==> config.mk <==
export PLATFORM = sky130hd
export DESIGN_NAME = sdram_init_seq_flat
export DESIGN_NICKNAME = d
export VERILOG_FILES = /design/src/rtl/sdram_init_seq_pkg.sv /design/src/rtl/sdram_init_seq_if.sv /design/src/rtl/sdram_init_seq_timer.sv /design/src/rtl/sdram_init_seq.sv /design/src/flat_wrapper.sv
export SDC_FILE = /design/constraint.sdc
export NUM_CORES = 1
export LEC_CHECK = 0
export BUFFER_PORTS_ARGS = -buffer_cell sky130_fd_sc_hd__buf_4
export CAP_MARGIN = 20
export CORE_MARGIN = 3
export CORE_UTILIZATION = 30
export CTS_BUF_LIST = sky130_fd_sc_hd__clkbuf_8 sky130_fd_sc_hd__clkbuf_16
export DETAILED_ROUTE_END_ITERATION = 16
export GPL_ROUTABILITY_DRIVEN = 0
export PLACE_DENSITY = 0.54
export SLEW_MARGIN = 10
export SYNTH_ARGS = -nofsm -noshare
export SYNTH_HDL_FRONTEND = slang
export SYNTH_SLANG_ARGS = --single-unit
==> constraint.sdc <==
create_clock -name Clk -period 2.19 [get_ports Clk]
set_input_delay 0.438 -clock Clk [delete_from_list [all_inputs] [get_ports Clk]]
set_output_delay 0.438 -clock Clk [all_outputs]
set_load 0.02 [all_outputs]
==> src/rtl/sdram_init_seq_pkg.sv <==
// Shared definitions for the SDRAM init sequencer: command and state encodings,
// mode-word bit positions and elaboration-time timing helpers.
// SDRAM_EMRS_EN adds the extended mode-register state SDINITEMRS.
package sdram_init_seq_pkg;

    // SDRAM commands as {CS_n, RAS_n, CAS_n, WE_n}
    localparam logic [3:0] NOPC       = 4'b0111;
    localparam logic [3:0] PRECHAGE   = 4'b0010;
    localparam logic [3:0] AUTOREF    = 4'b0001;
    localparam logic [3:0] MODEREGSET = 4'b0000;

    typedef enum logic [2:0] {
        SDINITSTABLE = 3'd0,
        SDINITPRECH  = 3'd1,
        SDINITAPREF  = 3'd2,
        SDINITMRS    = 3'd3,
        SDINITIDLE   = 3'd4
`ifdef SDRAM_EMRS_EN
        ,
        SDINITEMRS   = 3'd5
`endif
    } init_state_e;

    // Mode-register word bit positions
    localparam int MODE_BL_LSB = 0;
    localparam int MODE_BT_BIT = 3;
    localparam int MODE_CL_LSB = 4;
    localparam int MODE_WB_BIT = 9;
    // A10 selects all banks on PRECHARGE
    localparam int ADDR_AP_BIT = 10;
    // Bank select for the extended mode register
    localparam logic [1:0] EMRS_BA = 2'b10;

    // ceil(ns * MHz / 1000), never less than one cycle
    function automatic int ns_to_cycles(input int ns, input int mhz);
        int c;
        c = (ns * mhz + 999) / 1000;
        return (c < 1) ? 1 : c;
    endfunction

    function automatic int max2(input int a, input int b);
        return (a > b) ? a : b;
    endfunction

    // Low ten bits of the mode-register word
    function automatic logic [9:0] mode_word(input logic       wb,
                                             input logic [2:0] cl,
                                             input logic       bt,
                                             input logic [2:0] bl);
        logic [9:0] mw;
        mw                     = '0;
        mw[MODE_WB_BIT]        = wb;
        mw[MODE_CL_LSB +: 3]   = cl;
        mw[MODE_BT_BIT]        = bt;
        mw[MODE_BL_LSB +: 3]   = bl;
        return mw;
    endfunction

endpackage

==> src/rtl/sdram_init_seq_if.sv <==
// SDRAM command bus plus init handshake shared between the init sequencer
// (master) and the refresh/access arbiter side (slave).
interface sdram_init_seq_if #(
    parameter int ROW_W = 13,
    parameter int BA_W  = 2
) ();
    logic             ReInit;
    logic             SdramCke;
    logic [3:0]       SdramCmd;
    logic [ROW_W-1:0] SdramAddr;
    logic [BA_W-1:0]  SdramBa;
    logic             InitBusy;
    logic             InitDone;

    modport master (
        input  ReInit,
        output SdramCke, SdramCmd, SdramAddr, SdramBa, InitBusy, InitDone
    );

    modport slave (
        output ReInit,
        input  SdramCke, SdramCmd, SdramAddr, SdramBa, InitBusy, InitDone
    );
endinterface

==> src/rtl/sdram_init_seq_timer.sv <==
// Loadable down-counter shared by every wait phase of the init sequence.
// done is high whenever the count has reached zero; the count then holds.
module sdram_init_timer #(
    parameter int CNT_W = 16
) (
    input  logic             Clk,
    input  logic             Rest,
    input  logic             load,
    input  logic [CNT_W-1:0] load_val,
    output logic             done
);
    logic [CNT_W-1:0] cnt_q, cnt_d;

    // Next count: load wins, otherwise count down to zero and stop
    always_comb begin
        cnt_d = cnt_q;
        if (load) begin
            cnt_d = load_val;
        end else if (cnt_q != '0) begin
            cnt_d = cnt_q - 1'b1;
        end
    end

    // Count register
    always_ff @(posedge Clk or negedge Rest) begin
        if (!Rest) begin
            cnt_q <= '0;
        end else begin
            cnt_q <= cnt_d;
        end
    end

    assign done = (cnt_q == '0);
endmodule

==> src/rtl/sdram_init_seq.sv <==
// SDRAM power-up / re-initialisation sequencer.
// POWERUP wait -> PRECHARGE all -> REF_NUM x AUTOREF -> MODEREGSET -> DONE.
// Each command is registered for one cycle; the timer is loaded with N-1 on
// the command edge so the next command lands exactly N cycles later.
// Define SDRAM_EMRS_EN to add an extended mode-register write after MRS.
module sdram_init_seq
    import sdram_init_seq_pkg::*;
#(
    parameter int         SDRAM_MHZ    = 100,
    parameter int         T_POWERUP_US = 200,
    parameter int         T_RP_NS      = 20,
    parameter int         T_RFC_NS     = 70,
    parameter int         T_MRD_CYC    = 2,
    parameter int         REF_NUM      = 8,
    parameter int         ROW_W        = 13,
    parameter int         BA_W         = 2,
    parameter int         CAS_LAT      = 3,
    parameter logic [2:0] BURST_LEN    = 3'b000,
    parameter logic       BURST_TYPE   = 1'b0,
    parameter logic       WRITE_BURST  = 1'b0
`ifdef SDRAM_EMRS_EN
    ,
    parameter logic [ROW_W-1:0] EMRS_VALUE = '0
`endif
) (
    input logic               Clk,
    input logic               Rest,
    sdram_init_seq_if.master  bus
);
    localparam int N_PU    = T_POWERUP_US * SDRAM_MHZ;
    localparam int N_RP    = ns_to_cycles(T_RP_NS, SDRAM_MHZ);
    localparam int N_RFC   = ns_to_cycles(T_RFC_NS, SDRAM_MHZ);
    localparam int N_MRD   = T_MRD_CYC;
    localparam int MAX_CNT = max2(max2(N_PU, N_RP), max2(N_RFC, N_MRD));
    localparam int CNT_W   = $clog2(MAX_CNT) + 1;

    // POWERUP spends one cycle raising CKE and one cycle moving to PRECH,
    // so its timer load is N_PU-3 to put PRECHARGE on cycle N_PU.
    localparam int PU_LOAD = (N_PU >= 3) ? N_PU - 3 : 0;

    localparam logic [CNT_W-1:0] PU_LOAD_C  = CNT_W'(PU_LOAD);
    localparam logic [CNT_W-1:0] RP_LOAD_C  = CNT_W'(N_RP - 1);
    localparam logic [CNT_W-1:0] RFC_LOAD_C = CNT_W'(N_RFC - 1);
    localparam logic [CNT_W-1:0] MRD_LOAD_C = CNT_W'(N_MRD - 1);

    localparam logic [3:0]       REF_LAST   = 4'(REF_NUM);
    localparam logic [ROW_W-1:0] PRECH_ADDR = ROW_W'(1 << ADDR_AP_BIT);
    localparam logic [ROW_W-1:0] MODE_ADDR  =
        ROW_W'(mode_word(WRITE_BURST, 3'(CAS_LAT), BURST_TYPE, BURST_LEN));

    init_state_e      state_q, state_d;
    logic             cke_q, cke_d;
    logic [3:0]       cmd_q, cmd_d;
    logic [ROW_W-1:0] addr_q, addr_d;
    logic [BA_W-1:0]  ba_q, ba_d;
    logic             busy_q, busy_d;
    logic             done_q, done_d;
    logic [3:0]       ref_q, ref_d;

    logic             tmr_load;
    logic [CNT_W-1:0] tmr_val;
    logic             tmr_done;

    sdram_init_timer #(
        .CNT_W (CNT_W)
    ) u_timer (
        .Clk      (Clk),
        .Rest     (Rest),
        .load     (tmr_load),
        .load_val (tmr_val),
        .done     (tmr_done)
    );

    // Next state, next command and timer control; NOP/zero bus unless a command fires
    always_comb begin
        state_d  = state_q;
        cke_d    = cke_q;
        cmd_d    = NOPC;
        addr_d   = '0;
        ba_d     = '0;
        busy_d   = busy_q;
        done_d   = done_q;
        ref_d    = ref_q;
        tmr_load = 1'b0;
        tmr_val  = '0;

        case (state_q)
            SDINITSTABLE: begin
                if (!cke_q) begin
                    cke_d    = 1'b1;
                    tmr_load = 1'b1;
                    tmr_val  = PU_LOAD_C;
                end else if (tmr_done) begin
                    state_d = SDINITPRECH;
                end
            end
            SDINITPRECH: begin
                if (tmr_done) begin
                    cmd_d    = PRECHAGE;
                    addr_d   = PRECH_ADDR;
                    tmr_load = 1'b1;
                    tmr_val  = RP_LOAD_C;
                    state_d  = SDINITAPREF;
                end
            end
            SDINITAPREF: begin
                if (tmr_done) begin
                    cmd_d    = AUTOREF;
                    ref_d    = ref_q + 4'd1;
                    tmr_load = 1'b1;
                    tmr_val  = RFC_LOAD_C;
                    if (ref_d == REF_LAST) begin
                        state_d = SDINITMRS;
                    end
                end
            end
            SDINITMRS: begin
                if (tmr_done) begin
                    cmd_d    = MODEREGSET;
                    addr_d   = MODE_ADDR;
                    tmr_load = 1'b1;
                    tmr_val  = MRD_LOAD_C;
`ifdef SDRAM_EMRS_EN
                    state_d  = SDINITEMRS;
`else
                    state_d  = SDINITIDLE;
`endif
                end
            end
`ifdef SDRAM_EMRS_EN
            SDINITEMRS: begin
                if (tmr_done) begin
                    cmd_d    = MODEREGSET;
                    ba_d     = BA_W'(EMRS_BA);
                    addr_d   = EMRS_VALUE;
                    tmr_load = 1'b1;
                    tmr_val  = MRD_LOAD_C;
                    state_d  = SDINITIDLE;
                end
            end
`endif
            SDINITIDLE: begin
                // The last MRD wait runs here before InitDone rises;
                // ReInit is only honoured once InitDone is high.
                if (done_q) begin
                    if (bus.ReInit) begin
                        done_d   = 1'b0;
                        busy_d   = 1'b1;
                        ref_d    = '0;
                        tmr_load = 1'b1;
                        tmr_val  = '0;
                        state_d  = SDINITPRECH;
                    end
                end else if (tmr_done) begin
                    done_d = 1'b1;
                    busy_d = 1'b0;
                end
            end
            default: begin
                // Corrupted state: fall back to the reset condition
                state_d  = SDINITSTABLE;
                cke_d    = 1'b0;
                busy_d   = 1'b1;
                done_d   = 1'b0;
                ref_d    = '0;
                tmr_load = 1'b1;
                tmr_val  = '0;
            end
        endcase
    end

    // State and registered SDRAM outputs
    always_ff @(posedge Clk or negedge Rest) begin
        if (!Rest) begin
            state_q <= SDINITSTABLE;
            cke_q   <= 1'b0;
            cmd_q   <= NOPC;
            addr_q  <= '0;
            ba_q    <= '0;
            busy_q  <= 1'b1;
            done_q  <= 1'b0;
            ref_q   <= '0;
        end else begin
            state_q <= state_d;
            cke_q   <= cke_d;
            cmd_q   <= cmd_d;
            addr_q  <= addr_d;
            ba_q    <= ba_d;
            busy_q  <= busy_d;
            done_q  <= done_d;
            ref_q   <= ref_d;
        end
    end

    assign bus.SdramCke  = cke_q;
    assign bus.SdramCmd  = cmd_q;
    assign bus.SdramAddr = addr_q;
    assign bus.SdramBa   = ba_q;
    assign bus.InitBusy  = busy_q;
    assign bus.InitDone  = done_q;
endmodule
==> src/flat_wrapper.sv <==
// flat-port wrapper written by rule: the top's interface ports become plain ports
module sdram_init_seq_flat import sdram_init_seq_pkg::*;
#(
    parameter int         SDRAM_MHZ    = 100,
    parameter int         T_POWERUP_US = 200,
    parameter int         T_RP_NS      = 20,
    parameter int         T_RFC_NS     = 70,
    parameter int         T_MRD_CYC    = 2,
    parameter int         REF_NUM      = 8,
    parameter int         ROW_W        = 13,
    parameter int         BA_W         = 2,
    parameter int         CAS_LAT      = 3,
    parameter logic [2:0] BURST_LEN    = 3'b000,
    parameter logic       BURST_TYPE   = 1'b0,
    parameter logic       WRITE_BURST  = 1'b0

)
  (Clk, Rest, bus_ReInit, bus_SdramCke, bus_SdramCmd, bus_SdramAddr, bus_SdramBa, bus_InitBusy, bus_InitDone);
  sdram_init_seq_if #(.ROW_W(ROW_W), .BA_W(BA_W)) bus_i ();
  input logic Clk;
  input logic Rest;
  input wire logic [$bits(bus_i.ReInit)-1:0] bus_ReInit;
  output wire logic [$bits(bus_i.SdramCke)-1:0] bus_SdramCke;
  output wire logic [$bits(bus_i.SdramCmd)-1:0] bus_SdramCmd;
  output wire logic [$bits(bus_i.SdramAddr)-1:0] bus_SdramAddr;
  output wire logic [$bits(bus_i.SdramBa)-1:0] bus_SdramBa;
  output wire logic [$bits(bus_i.InitBusy)-1:0] bus_InitBusy;
  output wire logic [$bits(bus_i.InitDone)-1:0] bus_InitDone;
  assign bus_i.ReInit = bus_ReInit;
  assign bus_SdramCke = bus_i.SdramCke;
  assign bus_SdramCmd = bus_i.SdramCmd;
  assign bus_SdramAddr = bus_i.SdramAddr;
  assign bus_SdramBa = bus_i.SdramBa;
  assign bus_InitBusy = bus_i.InitBusy;
  assign bus_InitDone = bus_i.InitDone;
  sdram_init_seq #(.SDRAM_MHZ(SDRAM_MHZ), .T_POWERUP_US(T_POWERUP_US), .T_RP_NS(T_RP_NS), .T_RFC_NS(T_RFC_NS), .T_MRD_CYC(T_MRD_CYC), .REF_NUM(REF_NUM), .ROW_W(ROW_W), .BA_W(BA_W), .CAS_LAT(CAS_LAT), .BURST_LEN(BURST_LEN), .BURST_TYPE(BURST_TYPE), .WRITE_BURST(WRITE_BURST)) u_core (.Clk(Clk), .Rest(Rest), .bus(bus_i));
endmodule
==> impl_metrics.json, run 1 <==
{
  "wl_per_cell_um": 12.9,
  "die_area_um2": 6550,
  "p_leak_nw": 0.812,
  "cts_htree_levels": 2,
  "end_kind": "register",
  "finalHoldViolCount": 0,
  "cts_buffers": 5,
  "drt_first_pass_iters": 4,
  "comb_power_share": 0.028,
  "crit_type": "register to register",
  "p_seq_frac": 0.478,
  "use_met1": 0.156,
  "groute.layer.met3.usage": 0.0377,
  "port_buffers": 11,
  "die_h_um": 81.0,
  "grt_pass1_wl_mm": 5.66,
  "fp-row-count": 26,
  "n_fill_cell": 557,
  "cts_setup_buffers": 0,
  "hold_ws_ns": 0.0701,
  "cts-root-buf": "clkbuf_8",
  "final_layout_size_suffix_gt1_frac": 0.230,
  "synth_edf_count": 0,
  "rrSetupSlack_ns": 0.18,
  "reg2reg_depth": 8,
  "core_area_um2": 5270,
  "drt-initial-drc-count": 77,
  "via_count": 1218,
  "drv_slew": 0,
  "fin_worst_skew_ns": 0.0121,
  "setup_ws_ns": 0.183,
  "peakVddDrop_v": 0.000203,
  "grt_use_total": 0.115,
  "arrival_ns": 2.17,
  "period_minus_slack_ns": 2.01,
  "swShare": 0.212,
  "p_per_area_nw_per_um2": 612,
  "drt_wl_total_mm": 3.37,
  "clock_latency_ns": 0.29,
  "maxSlewHeadroom": 0.591,
  "netlist_area_um2": 1690,
  "ys.flop_type": "dfrtp_1",
  "drtAntennaViolNets": 0,
  "async_flop_share": 1.00,
  "final_common_cell": "dfrtp_1",
  "finalSetupViolations": 0,
  "p_int_mw": 0.943,
  "met2_usage": 0.167,
  "fp.dieW_um": 81.0,
  "grt_pass1_vias": 1117,
  "r2r_end": "u_core.ref_q[3]",
  "max_freq_mhz": 498,
  "drc": 0,
  "setup_tns_ns": 0,
  "hold_path_class": "primary input to asynchronous set/reset pin",
  "cap_violations": 0,
  "start_util": 0.320,
  "required_ns": 2.36,
  "overflow": 0,
  "startpoint_type": "register",
  "clock_tree.buffer_depth": 2,
  "final_nets": 196,
  "via_per_inst": 4.67,
  "pre_cts_slack_ns": 0.0987,
  "p_sw_mw": 0.254,
  "seq_area_frac_synth": 0.463,
  "p_clk_frac": 0.494,
  "worstPathMaxFanout": 4,
  "cts_tree": "built",
  "antenna_found_initial": 0,
  "outcome": "complete, no violations",
  "netlist_instances": 170,
  "r2r-start": "u_core.u_timer.cnt_q[0]",
  "synth_area_per_cell_um2": 9.91,
  "hpwl_mm": 2.43,
  "pin_count": 25,
  "cts.sinks": 31,
  "ys_warn_count": 0,
  "fin_crit_sh": 0.916,
  "rsz0062_at_grt": "no",
  "cts.clk_slew.worst_paths_ns": 0.07,
  "area.growth.synth_to_final_pct": 16.1,
  "grt_max_degree": 32,
  "layout_common_cells": "dfrtp_1, buf_4, nor2_1",
  "worst_pin_slew_ns": 0.607,
  "p_total_mw": 1.20,
  "antennaDiodeCount": 0,
  "ys_ff_latch": 31,
  "busiest_layer": "met2",
  "synth_cell_types": 44
}
[metal layers]
metal  part of all wire  vias to the layer above
li1                   -                      612
met1               0.49                      577
met2               0.45                       24
met3              0.051                        5
met4              0.016                        0
met5                  0                        -
[per-stage QoR]
step	area, um2	cells	utilization
2_1_floorplan	1730	182	-
3_3_place_gp	1840	253	0.348
3_5_place_dp	1840	253	0.348
4_1_cts	1950	261	0.371
5_1_grt	1960	261	0.371
6_report	1960	261	0.371
[synth_stat cells, types with 2 or more instances]
cell type | count | area (um2)
dfrtp_1 | 27 | 676
nor2_1 | 17 | 63.8
buf_4 | 15 | 113
o21ai_0 | 13 | 65.1
xnor2_1 | 9 | 78.8
nand2_1 | 8 | 30.0
nand3_1 | 7 | 35.0
nor3_1 | 6 | 30.0
xor2_1 | 6 | 52.6
a21oi_1 | 5 | 25.0
a31oi_1 | 4 | 25.0
dfstp_2 | 4 | 105
inv_1 | 4 | 15.0
clkbuf_1 | 3 | 11.3
ha_1 | 3 | 37.5
o22ai_1 | 3 | 18.8
or2_2 | 3 | 18.8
a2111oi_0 | 2 | 17.5
a22oi_1 | 2 | 15.0
and2_1 | 2 | 12.5
nand2b_1 | 2 | 12.5
o311ai_0 | 2 | 17.5
or4_4 | 2 | 22.5
[worst max-delay path by stage]
stage                              end                    start  cells past startpoint
2_1_floorplan  u_core.u_timer.cnt_q[8]  u_core.u_timer.cnt_q[0]                      7
3_3_place_gp         u_core.state_q[0]  u_core.u_timer.cnt_q[0]                      8
3_5_place_dp         u_core.state_q[0]  u_core.u_timer.cnt_q[0]                      8
4_1_cts                u_core.ref_q[3]  u_core.u_timer.cnt_q[0]                      7
5_1_grt        u_core.u_timer.cnt_q[8]  u_core.u_timer.cnt_q[0]                      7
6_report               u_core.ref_q[3]  u_core.u_timer.cnt_q[0]                      8
[kinds of logic (layout without fill, tap and decap cells)]
logic type	count (synthesis)	after routing	share of synthesized area
buf+inv	25	34	0.0943
compound gates	38	38	0.144
other cells	1	13	0.00223
flops	31	31	0.463
simple gates	56	56	0.190
xor+xnor	15	15	0.0780
fa+ha+maj	4	4	0.0282
[cell type report]
type	count	area [um2]	share of cell area
Clock buffer	6	82.6	0.0422
Timing Repair Buffer	21	158	0.0806
Clock inverter	2	35.0	0.0179
Inverter	5	18.8	0.00959
Tap cell	70	87.6	0.0448
Sequential cell	31	781	0.399
Multi-Input combinational cell	126	795	0.406
[timing repair]
action / in CTS / in global routing
hold buffers: 0 / 0
setup endpoints to repair: 0 / 17
gates resized for setup: 0 / 2
[power groups by stage]
| stage | clock [mW] | combinational, mW | sequential [mW] |
|---|---|---|---|
| after CTS | 0.608 | 0.0343 | 0.573 |
| final | 0.591 | 0.0335 | 0.573 |
| after detailed placement | 0 | 0.0344 | 0.583 |
| after global routing | 0.630 | 0.0380 | 0.572 |
| after floorplan | 0 | 0.0371 | 0.583 |
| after global placement | 0 | 0.0346 | 0.583 |
[critical path: stages (launching register included)]
cell and delay [ns]:
dfrtp_1 0.40, inv_1 0.10, ha_1 0.14, or4b_1 0.46, nor2b_2 0.18, buf_4 0.15, a31oi_1 0.15, o21ai_0 0.20
o31ai_1 0.10
[registers in the layout, summed over array words and instances (netlist names)]
| register | cells |
|---|---|
| u_core.bus.InitBusy | 1 |
| u_core.state_q | 3 |
| u_core.bus.SdramAddr | 2 |
| u_core.bus.InitDone | 1 |
| u_core.bus.SdramCmd | 3 |
| u_core.bus.SdramCke | 1 |
| u_core.u_timer.cnt_q | 16 |
| u_core.ref_q | 4 |
No activity file was read; power rests on OpenSTA's default activity.
==> run 2: changes to the inputs <==
--- a/config.mk
+++ b/config.mk
@@ -5,15 +5,19 @@
 export SDC_FILE = /design/constraint.sdc
 export NUM_CORES = 1
 export LEC_CHECK = 0
+export ABC_CLOCK_PERIOD_IN_PS = 2190
 export BUFFER_PORTS_ARGS = -buffer_cell sky130_fd_sc_hd__buf_4
 export CAP_MARGIN = 20
+export CELL_PAD_IN_SITES_DETAIL_PLACEMENT = 1
+export CELL_PAD_IN_SITES_GLOBAL_PLACEMENT = 1
 export CORE_MARGIN = 3
 export CORE_UTILIZATION = 30
 export CTS_BUF_LIST = sky130_fd_sc_hd__clkbuf_8 sky130_fd_sc_hd__clkbuf_16
 export DETAILED_ROUTE_END_ITERATION = 16
 export GPL_ROUTABILITY_DRIVEN = 0
-export PLACE_DENSITY = 0.54
+export PLACE_DENSITY = 0.65
 export SLEW_MARGIN = 10
 export SYNTH_ARGS = -nofsm -noshare
 export SYNTH_HDL_FRONTEND = slang
 export SYNTH_SLANG_ARGS = --single-unit
+export TNS_END_PERCENT = 50
==> run 2 against run 1 <==
Net effect: sequential share of layout area increased by 0.33 points; clock power down 19%; final cell count unchanged; register-to-register slack lost 0.02 ns; utilization shrank 0.31 points; non-clock buffer count did not move; power is 9.4% lower; routed wire length increased by 8.5%; worst hold slack better by 0.024 ns; first-iteration DRC count down 6.5%; clock-buffer cell count is 1 higher; combinational power increased by 1%; largest power group is now registers.
==> impl_metrics.json, run 2 (synthesized netlist as in run 1, its figures left out) <==
{
  "outcome": "complete, no violations",
  "fin_worst_skew_ns": 0.00298,
  "hpwl_mm": 2.77,
  "worst_pin_slew_ns": 0.678,
  "p_per_area_nw_per_um2": 559,
  "grt_max_degree": 32,
  "cap_violations": 0,
  "end_kind": "register",
  "drtAntennaViolNets": 0,
  "start_util": 0.320,
  "maxSlewHeadroom": 0.543,
  "cts_hold_buf": 0,
  "cts_tree": "built",
  "r2r_end": "u_core.ref_q[3]",
  "drt_first_pass_iters": 4,
  "pin_count": 25,
  "cts_buffers": 5,
  "drv_slew": 0,
  "via_count": 1241,
  "grt_pass1_wl_mm": 6.31,
  "r2r-start": "u_core.u_timer.cnt_q[0]",
  "fp-row-count": 26,
  "worstPathMaxFanout": 4,
  "final_layout_size_suffix_gt1_frac": 0.225,
  "max_freq_mhz": 494,
  "final_nets": 196,
  "pre_cts_slack_ns": 0.0636,
  "period_minus_slack_ns": 2.02,
  "startpoint_type": "register",
  "cts.clk_slew.worst_paths_ns": 0.06,
  "arrival_ns": 2.18,
  "area.growth.synth_to_final_pct": 15.1,
  "crit_type": "register to register",
  "drt_wl_total_mm": 3.66,
  "fin_area_um2": 1940,
  "finalHoldViolCount": 0,
  "reg_top3": "u_core.u_timer.cnt_q: 16 flops, u_core.ref_q: 4 flops",
  "clock_tree.buffer_depth": 2,
  "wl_per_cell_um": 14.0,
  "n_fill_cell": 631,
  "grt_pass1_vias": 1263,
  "largest_reg_flops": 16,
  "cts_setup_buffers": 0,
  "port_buffers": 11,
  "hold_path_class": "primary input to asynchronous set/reset pin",
  "via_per_inst": 4.75,
  "clock_latency_ns": 0.27,
  "p_leak_nw": 0.807,
  "final_common_cell": "dfrtp_1",
  "layout_common_cells": "dfrtp_1, buf_4, nor2_1",
  "rrSetupSlack_ns": 0.17,
  "instances_no_fill": 261,
  "crit_end": "u_core.ref_q[3]",
  "die_h_um": 81.0,
  "rsz0062_at_grt": "yes",
  "placed_area_um2": 1840,
  "cts_htree_levels": 2,
  "cts_resized": 0,
  "overflow": 0,
  "core_area_um2": 5270,
  "grt_use_total": 0.125,
  "die_area_um2": 6550,
  "crit_start": "u_core.u_timer.cnt_q[0]",
  "drc": 0,
  "fp.dieW_um": 81.0,
  "cts-root-buf": "clkbuf_8",
  "drt-initial-drc-count": 72,
  "peakVddDrop_v": 0.000245,
  "antennaDiodeCount": 0,
  "reg2reg_depth": 8,
  "required_ns": 2.35,
  "fin_crit_sh": 0.925,
  "cts.sinks": 31,
  "final_util": 0.368,
  "finalSetupViolations": 0,
  "largest-register": "u_core.u_timer.cnt_q",
  "antenna_found_initial": 0,
  "setup_ws_ns": 0.165,
  "dp_cells": 253,
  "p_total_mw": 1.08
}
[run 2: changes by cell type in the layout (fill, tap and decap cells not counted)]
cell       delta
clkinv_2      -1
clkbuf_8      +1
bufinv_16     -1
inv_1         +1
a2111oi_1     +1
a2111oi_0     -1
[run 2: area by class of cell]
type | count | area [um2] | area share
Tap cell | 70 | 87.6 | 0.0451
Timing Repair Buffer | 21 | 158 | 0.0812
Inverter | 5 | 18.8 | 0.00967
Sequential cell | 31 | 781 | 0.402
Clock buffer | 7 | 96.3 | 0.0496
Clock inverter | 1 | 3.75 | 0.00193
Multi-Input combinational cell | 126 | 796 | 0.410
[run 2: critical path: stages (launching register included)]
cell     delay (ns)
dfrtp_1        0.41
inv_1          0.11
ha_1           0.14
or4b_1         0.47
nor2b_2        0.19
buf_4          0.15
a31oi_1        0.14
o21ai_0        0.20
o31ai_1        0.09
[run 2: where the power goes]
group | leakage, nW | internal, mW | switching, mW
logic | 0.388 | 0.00240 | 0.0315
clock network | 0.0557 | 0.282 | 0.196
registers | 0.363 | 0.573 | 0
[run 2: metal layers]
metal,part of all wire,global-route usage,routed length [um],up-vias
met4,0.0033,0.0372,12,0
met1,0.48,0.166,1750,616
met3,0.030,0.0366,111,2
met5,0,0,0,-
met2,0.49,0.197,1790,15
li1,-,-,-,608
[run 2: worst min-delay path by stage]
stage                               endpoint  slack [ns]
floorplan                u_core.bus.InitDone        0.14
global placement    u_core.bus.SdramAddr[10]        0.40
detailed placement         u_core.state_q[1]        0.40
CTS                        u_core.state_q[2]        0.09
global route             u_core.bus.InitDone        0.11
finish                     u_core.state_q[2]        0.09
[run 2: per-stage QoR]
step | hold WS (ns) | setup TNS [ns]
floorplan | 0.142 | 0
global placement | 0.400 | 0
detailed placement | 0.397 | 0
CTS | 0.0930 | 0
global route | 0.105 | -0.0996
finish | 0.0939 | 0
